===== config.mk =====
export PLATFORM = sky130hd
export DESIGN_NAME = muldiv_unit
export DESIGN_NICKNAME = d
export VERILOG_FILES = /design/src/rtl/muldiv_unit.sv
export SDC_FILE = /design/constraint.sdc
export NUM_CORES = 1
export LEC_CHECK = 0
export ABC_AREA = 0
export CORE_MARGIN = 2
export CORE_UTILIZATION = 35
export DETAILED_ROUTE_END_ITERATION = 7
export PLACE_DENSITY_LB_ADDON = 0.25
export SLEW_MARGIN = 20
export SYNTH_ARGS = -nofsm -noshare
export SYNTH_HDL_FRONTEND = slang
export SYNTH_SLANG_ARGS = --single-unit

===== constraint.sdc =====
create_clock -name clk -period 3.6 [get_ports clk]
set_input_delay 0.36 -clock clk [delete_from_list [all_inputs] [get_ports clk]]
set_output_delay 0.36 -clock clk [all_outputs]
set_load 0.01 [all_outputs]

===== src/rtl/muldiv_unit.sv =====
// Iterative multiply/divide unit with architectural HI/LO registers.
// It uses a shift-add multiplier and a restoring divider, one bit per cycle, then a sign-fix/write-back cycle.
module muldiv_unit #(
  parameter int WIDTH     = 32,
  parameter bit SIGNED_EN = 1
) (
  input  logic             clk,
  input  logic             reset,
  input  logic             start,
  input  logic [2:0]       op,
  input  logic [WIDTH-1:0] a,
  input  logic [WIDTH-1:0] b,
  input  logic             flush,
  output logic             busy,
  output logic             done,
  output logic             divzero,
  output logic [WIDTH-1:0] hi,
  output logic [WIDTH-1:0] lo
);

  localparam int CW = $clog2(WIDTH + 1);

  typedef enum logic [1:0] {IDLE, MUL, DIV, FIX} state_t;

  state_t state, state_next;

  logic [CW-1:0]    cnt;
  logic [WIDTH-1:0] acc;
  logic [WIDTH-1:0] qreg;
  logic [WIDTH-1:0] operand;
  logic [WIDTH-1:0] araw;
  logic             neg_main;
  logic             neg_rem;
  logic             is_div;
  logic             dz;

  logic             signed_op;
  logic             a_neg;
  logic             b_neg;
  logic [WIDTH-1:0] a_abs;
  logic [WIDTH-1:0] b_abs;
  logic [WIDTH-1:0] addend;
  logic [WIDTH:0]   mul_sum;
  logic [WIDTH:0]   div_shift;
  logic [WIDTH:0]   div_diff;
  logic [2*WIDTH-1:0] prod;
  logic [2*WIDTH-1:0] prod_fix;
  logic [WIDTH-1:0] quo_fix;
  logic [WIDTH-1:0] rem_fix;

  assign busy = (state != IDLE);

  // Operand conditioning: iterations always run on magnitudes.
  always_comb begin
    signed_op = SIGNED_EN && op[0];
    a_neg     = signed_op && a[WIDTH-1];
    b_neg     = signed_op && b[WIDTH-1];
    a_abs     = a_neg ? -a : a;
    b_abs     = b_neg ? -b : b;
  end

  always_comb begin
    addend    = qreg[0] ? operand : '0;
    mul_sum   = {1'b0, acc} + {1'b0, addend};
    div_shift = {acc, qreg[WIDTH-1]};
    div_diff  = div_shift - {1'b0, operand};
    prod      = {acc, qreg};
    prod_fix  = neg_main ? -prod : prod;
    quo_fix   = neg_main ? -qreg : qreg;
    rem_fix   = neg_rem ? -acc : acc;
  end

  always_ff @(posedge clk) begin
    if (reset) state <= IDLE;
    else       state <= state_next;
  end

  always_comb begin
    state_next = state;
    case (state)
      IDLE: begin
        if (start && !flush && !op[2])
          state_next = op[1] ? DIV : MUL;
      end
      MUL, DIV: begin
        if (flush)                 state_next = IDLE;
        else if (cnt == CW'(1))    state_next = FIX;
      end
      FIX:     state_next = IDLE;
      default: state_next = IDLE;
    endcase
  end

  always_ff @(posedge clk) begin
    if (reset) begin
      hi       <= '0;
      lo       <= '0;
      done     <= 1'b0;
      divzero  <= 1'b0;
      cnt      <= '0;
      acc      <= '0;
      qreg     <= '0;
      operand  <= '0;
      araw     <= '0;
      neg_main <= 1'b0;
      neg_rem  <= 1'b0;
      is_div   <= 1'b0;
      dz       <= 1'b0;
    end else begin
      done    <= 1'b0;
      divzero <= 1'b0;
      case (state)
        IDLE: begin
          if (start && !flush) begin
            case (op)
              3'b000, 3'b001, 3'b010, 3'b011: begin
                acc      <= '0;
                qreg     <= a_abs;
                operand  <= b_abs;
                araw     <= a;
                cnt      <= CW'(WIDTH);
                neg_main <= a_neg ^ b_neg;
                neg_rem  <= a_neg;
                is_div   <= op[1];
                dz       <= (b == '0);
              end
              3'b100:  hi <= a;
              3'b101:  lo <= a;
              default: ;
            endcase
          end
        end
        MUL: begin
          if (!flush) begin
            acc  <= mul_sum[WIDTH:1];
            qreg <= {mul_sum[0], qreg[WIDTH-1:1]};
            cnt  <= cnt - CW'(1);
          end
        end
        DIV: begin
          if (!flush) begin
            // Restore by simply keeping the shifted value when the trial subtract underflows.
            if (!div_diff[WIDTH]) begin
              acc  <= div_diff[WIDTH-1:0];
              qreg <= {qreg[WIDTH-2:0], 1'b1};
            end else begin
              acc  <= div_shift[WIDTH-1:0];
              qreg <= {qreg[WIDTH-2:0], 1'b0};
            end
            cnt <= cnt - CW'(1);
          end
        end
        FIX: begin
          if (!flush) begin
            done <= 1'b1;
            if (!is_div) begin
              hi <= prod_fix[2*WIDTH-1:WIDTH];
              lo <= prod_fix[WIDTH-1:0];
            end else if (dz) begin
              hi      <= araw;
              lo      <= '1;
              divzero <= 1'b1;
            end else begin
              hi <= rem_fix;
              lo <= quo_fix;
            end
          end
        end
        default: ;
      endcase
    end
  end

endmodule


* After elaboration in Yosys (flattened, before gate mapping)
Cells that the tools add are included.
Operators by class: add/sub/neg operators 8, muxes and demuxes 41, eq/ne operators 19, reductions and logical operators 23, bitwise gates (word level) 3
Operators with widths (number):
- 32-bit two-way mux | 24
- 32-bit one-hot mux with 3 select lines | 2
- 32-bit negation | 4
- 32-bit one-hot mux with 2 select lines | 2
- 64-bit two-way mux | 1
- 64-bit negation | 1
- 32-bit by 32-bit adder with 33-bit output | 1
- 33-bit by 32-bit subtractor with 33-bit output | 1
- 32-bit zero test | 1
- 6-bit two-way mux | 3
- 2-bit inequality test (second input constant) | 7
- 6-bit one-hot mux with 2 select lines | 1
- 4-bit AND reduction | 3
- 2-bit two-way mux | 4
- 4-bit OR reduction | 2
- 3-bit by 2-bit equality test with 1-bit output (second input constant) | 2
- 3-bit equality test (second input constant) | 2
- 6-bit by 1-bit equality test with 1-bit output (second input constant) | 1
- 2-bit one-hot mux with 3 select lines | 1
- 2-bit nonzero test | 3
- 6-bit by 1-bit subtractor with 6-bit output (second input constant) | 1
- 5-bit AND reduction | 1
- 2-bit equality test (second input constant) | 2
- 1-bit logical AND | 4
- 14 further kinds | 20
Word-level totals: input port bits 71, output and inout port bits 67, register bits 206

* Longest topological paths before layout
word-level depth 6, mapped depth 15, depth with buffers taken out 13

* Least setup slack after synthesis
No wires, ideal clock.
path kind reg2reg, start reg qreg[31], end reg acc[25], stages on the path, launching flop included 16, setup time 0.133 ns, arrival time 3.317 ns, path slack 0.150 ns, cells stage by stage dfxtp_1 -> inv_1 -> ha_1 -> inv_1 -> fa_1 -> a211oi_1 -> o211a_1 -> nor3_1 -> o31a_1 -> a31oi_1 -> xnor2_1 -> clkbuf_1 -> clkbuf_1 -> nor2_1 -> a222oi_1 -> o21ai_0
Between the ends: word-level cells in the longest chain between the ends 4
RTL lines:
- start: declaration | RTL line 29 | logic [WIDTH-1:0] qreg;
- start signal: assignment | RTL line 118 | qreg <= a_abs;
- start signal: assignment | RTL line 136 | qreg <= {mul_sum[0], qreg[WIDTH-1:1]};
- start signal: assignment | RTL line 145 | qreg <= {qreg[WIDTH-2:0], 1'b1};
- 33-bit by 32-bit subtractor with 33-bit output | RTL line 66 | div_diff = div_shift - {1'b0, operand};
- 32-bit two-way mux | RTL line 143 | if (!div_diff[WIDTH]) begin
- 32-bit two-way mux | RTL line 141 | if (!flush) begin
- 32-bit one-hot mux with 3 select lines | RTL line 112 | case (state)
- end signal: assignment | RTL line 135 | acc <= mul_sum[WIDTH:1];
- end signal: assignment | RTL line 144 | acc <= div_diff[WIDTH-1:0];
- end signal: assignment | RTL line 147 | acc <= div_shift[WIDTH-1:0];
- end: declaration | RTL line 28 | logic [WIDTH-1:0] acc;
No other way between the ends. The select of a mux whose other input is x is not followed. A chain may end at the register's enable or synchronous reset.

* Worst setup path in the final report
start reg qreg[3], end reg hi[18]
Between the ends: word-level cells in the longest chain between the ends 5
RTL lines:
- 64-bit negation | RTL line 68 | prod_fix = neg_main ? -prod : prod;
- 64-bit two-way mux | RTL line 68
- 32-bit two-way mux | RTL line 156 | if (!is_div) begin
- 32-bit two-way mux | RTL line 154 | if (!flush) begin
- 32-bit one-hot mux with 2 select lines | RTL line 112
- end signal: assignment | RTL line 157 | hi <= prod_fix[2*WIDTH-1:WIDTH];
- end signal: assignment | RTL line 160 | hi <= araw;
- end signal: assignment | RTL line 164 | hi <= rem_fix;
- end: declaration | RTL line 17 | output logic [WIDTH-1:0] hi,
No other way between the ends. The select of a mux whose other input is x is not followed.

==> metrics.txt <==
clk sinks 206; WP buf/inv 0; total vias in the final route 17400; CP max stage delay 0.59 ns; worst skew pair latency 0.57 ns; minimum clock period 3.44 ns; Tot GR Track Use 0.253; global route overflow 0; final worst-path cycle share 0.955; largest vdd supply drop 0.000499 V; IO buf count 137; synth-to-layout area growth 21.3%; Power, Total 11.4 mW; endpoints failing setup 0; met2 Use GR 0.407; Die ar. 0.0478 mm2; GRT met3 Usage 0.0347; clk slew on worst S/H paths 0.06 ns; required time of the critical path 4.03 ns; area of the core 0.0455 mm2; Slew Viols, Final 0; RSZ-0062 raised after global routing no; number of diodes 0; FFs w/ async S/R, synth 0; DR DRC count 0; share of post-route cells with drive strength above 1 0.0950; vias per std cell 5.92; Setup TNS 0 ns; Die Width 219 um; Syn Inst Count 2195; critical path's most frequent cell or4_4; gp weighted congestion 0.975; Crit Path Category flop to flop; filler instances 4701; global-route wire length before repair 95.8 mm; post-route ant nets 0; Leak 7.35 nW; vias in the first global route 16400; final setup skew 0.0230 ns; Top Usage Layer GRT met2; Reg area 0.00413 mm2; Top delay family on crit path simple AND/OR/NAND/NOR gates; IO Pins 138; Syn Std Cell Area 0.0161 mm2; drt pass-1 iters 6; M1 GR Usage 0.355; Syn. warnings 0; Rows 78; Slowest-stage cell, CP or4b_4; Clock Path Buffers 3; register bit total from synthesis 206; fin nets 2465; count of cell types in the netlist 80; final hold viol count 0; Initial Util 0.355; root buffer cell clkbuf_16; drt wl/cell 21.1 um; Primary FF master, synth dfxtp_1; Clock H-tree levels 1; critical path cell sequence or4_4 -> or4_4 -> or4b_4 -> or2_4 -> nor4_2 -> nor3b_1 -> o31a_1 -> o221ai_1 -> a21oi_1; Fmax 291 MHz; Slew HR 0.456; Final Util 0.430; Setup crit end kind flop; status complete, no violations; crit-path max FO 11; Power Density 581 mW/mm2; largest net degree at the start of global routing 67; Hold Crit Class input pin to flop; post-DP HPWL 46.6 mm; worst-margin pin slew 0.814 ns; drt total wl 61.9 mm; Max Cap Violations 0; Crit path arrival time 3.87 ns; Die H 219 um; cts bufs inserted 26; CTS tree built; number of flops mapped to enable cells by yosys 0; syn nets 2343; Synth Area per Inst 7.35 um2; multi-input logic area 0.0111 mm2; Initial DRC Count 1700; antenna violations before repair 0; sequential area share after synthesis 0.256; critical path launch point type flop
## cells in the mapped netlist, types with 4 or more instances
cell type	instances	share of area
nor2b_1	4	0.0016
o22ai_1	8	0.0031
o41ai_1	14	0.0076
o31ai_1	35	0.016
nand3_1	32	0.0099
nor4_1	20	0.0078
o21a_1	14	0.0065
a2111oi_0	8	0.0043
nand4_1	17	0.0066
a22oi_1	25	0.012
nand2b_1	14	0.0054
o31a_1	4	0.0022
or2_2	6	0.0023
or3_1	29	0.011
nand2_1	267	0.062
nor3b_1	6	0.0028
clkbuf_1	161	0.037
and2_1	18	0.0070
a31oi_1	20	0.0078
dfxtp_1	206	0.26
o211ai_1	22	0.010
a211o_1	26	0.014
a311oi_1	10	0.0054
or4_1	16	0.0074
o2111ai_1	5	0.0027
nor2_1	191	0.044
ha_1	75	0.058
xnor2_1	119	0.065
buf_1	14	0.0033
a21o_1	24	0.011
a211oi_1	63	0.029
a221oi_1	31	0.017
mux2i_1	32	0.020
o21ai_0	133	0.041
inv_1	69	0.016
mux2_2	5	0.0035
xor2_1	50	0.027
a21oi_1	241	0.075
and3_1	11	0.0043
o21bai_1	9	0.0042
o221ai_1	38	0.021
nor3_1	39	0.012
## area by class of cell
cell class,instances,share of cell area
Clock inverter,10,0.00729
Timing Repair Buffer,275,0.126
Clock buffer,37,0.0369
Tap cell,600,0.0384
Sequential cell,206,0.211
Multi-Input combinational cell,1737,0.567
Inverter,71,0.0136
## stage by stage
step                      hold WS [ns]  instances  setup slack, ns  area (um2)
after floorplan                  0.431       2195            0.150       16100
after global placement           0.440       2888            0.225       18600
after detailed placement         0.447       2888            0.109       18600
after CTS                        0.211       2935           0.0857       19500
after global routing             0.241       2936          0.00807       19600
final                            0.242       2936            0.160       19600
## registers in the layout, summed over array words and instances, names as in the netlist
| signal | flops |
|---|---|
| acc | 32 |
| araw | 32 |
| cnt | 6 |
| divzero | 1 |
| done | 1 |
| dz | 1 |
| hi | 32 |
| is_div | 1 |
| lo | 32 |
| neg_main | 1 |
| neg_rem | 1 |
| operand | 32 |
| qreg | 32 |
| state | 2 |
## power by group
part           internal [mW]  switching [mW]
sequential              2.64           0.419
combinational           2.22            3.38
clock                   1.61            1.11
total                   6.46            4.91
## worst register-to-register path, stage by stage, from the launching register on
cell and delay, ns:
dfxtp_1 0.38, or4_4 0.56, or4_4 0.56, or4b_4 0.60, or2_4 0.35, nor4_2 0.28, nor3b_1 0.08, o31a_1 0.27
o221ai_1 0.14, a21oi_1 0.09
## cells by family after synthesis
family | count (synthesis) | synth area share
AOI/OAI and AO/OA | 763 | 0.310
muxes | 37 | 0.0234
xor gates and xnor gates | 169 | 0.0918
buffers and inverters | 252 | 0.0604
adders and majority gates | 77 | 0.0607
DFF | 206 | 0.256
and+or+nand+nor | 691 | 0.198
## layer usage
metal  wire [um]  vias up
li1            -     8272
met1       28200     8377
met3        4430       85
met4        1410        0
met2       27900      644
met5           0        -
## placed cells by master (no fill, tap or decap), types with 9 or more instances in the layout
| master | Yosys | layout |
|---|---|---|
| ha_1 | 75 | 74 |
| mux2i_1 | 32 | 32 |
| a21oi_1 | 241 | 241 |
| clkbuf_16 | 0 | 26 |
| a21o_1 | 24 | 24 |
| nor4_1 | 20 | 19 |
| nand2b_1 | 14 | 14 |
| o31ai_1 | 35 | 35 |
| and3_1 | 11 | 11 |
| nand4_1 | 17 | 17 |
| o41ai_1 | 14 | 14 |
| xnor2_1 | 119 | 118 |
| nor3_1 | 39 | 37 |
| and2_1 | 18 | 18 |
| nor2_1 | 191 | 189 |
| o21ai_0 | 133 | 133 |
| or3_1 | 29 | 29 |
| a311oi_1 | 10 | 10 |
| a221oi_1 | 31 | 30 |
| dfxtp_1 | 206 | 205 |
| o21a_1 | 14 | 14 |
| xor2_1 | 50 | 50 |
| buf_4 | 1 | 133 |
| nand3_1 | 32 | 32 |
| a31oi_1 | 20 | 20 |
| inv_1 | 69 | 69 |
| clkdlybuf4s50_1 | 0 | 136 |
| or4_1 | 16 | 16 |
| a211oi_1 | 63 | 61 |
| a22oi_1 | 25 | 25 |
| nand2_1 | 267 | 266 |
| o21bai_1 | 9 | 9 |
| a211o_1 | 26 | 26 |
| o211ai_1 | 22 | 22 |
| o221ai_1 | 38 | 38 |
## final timing paths
| path | from | endpoint | slack (ns) | cells after the start |
|---|---|---|---|---|
| hold / removal | reset | acc[1] | 0.24 | 2 |
| setup / recovery | qreg[3] | hi[18] | 0.16 | 9 |
| hold reg to reg | lo[6] | lo[6] | 0.45 | 2 |
| setup reg to reg | qreg[3] | hi[18] | 0.16 | 9 |
## timing repair
item | in CTS | in global routing
hold buffers | 0 | 0
gates resized for setup | 0 | 9
buffers inserted | 0 | 1
endpoints found under the setup margin | 0 | 10
(Power assumes the default switching activity.)
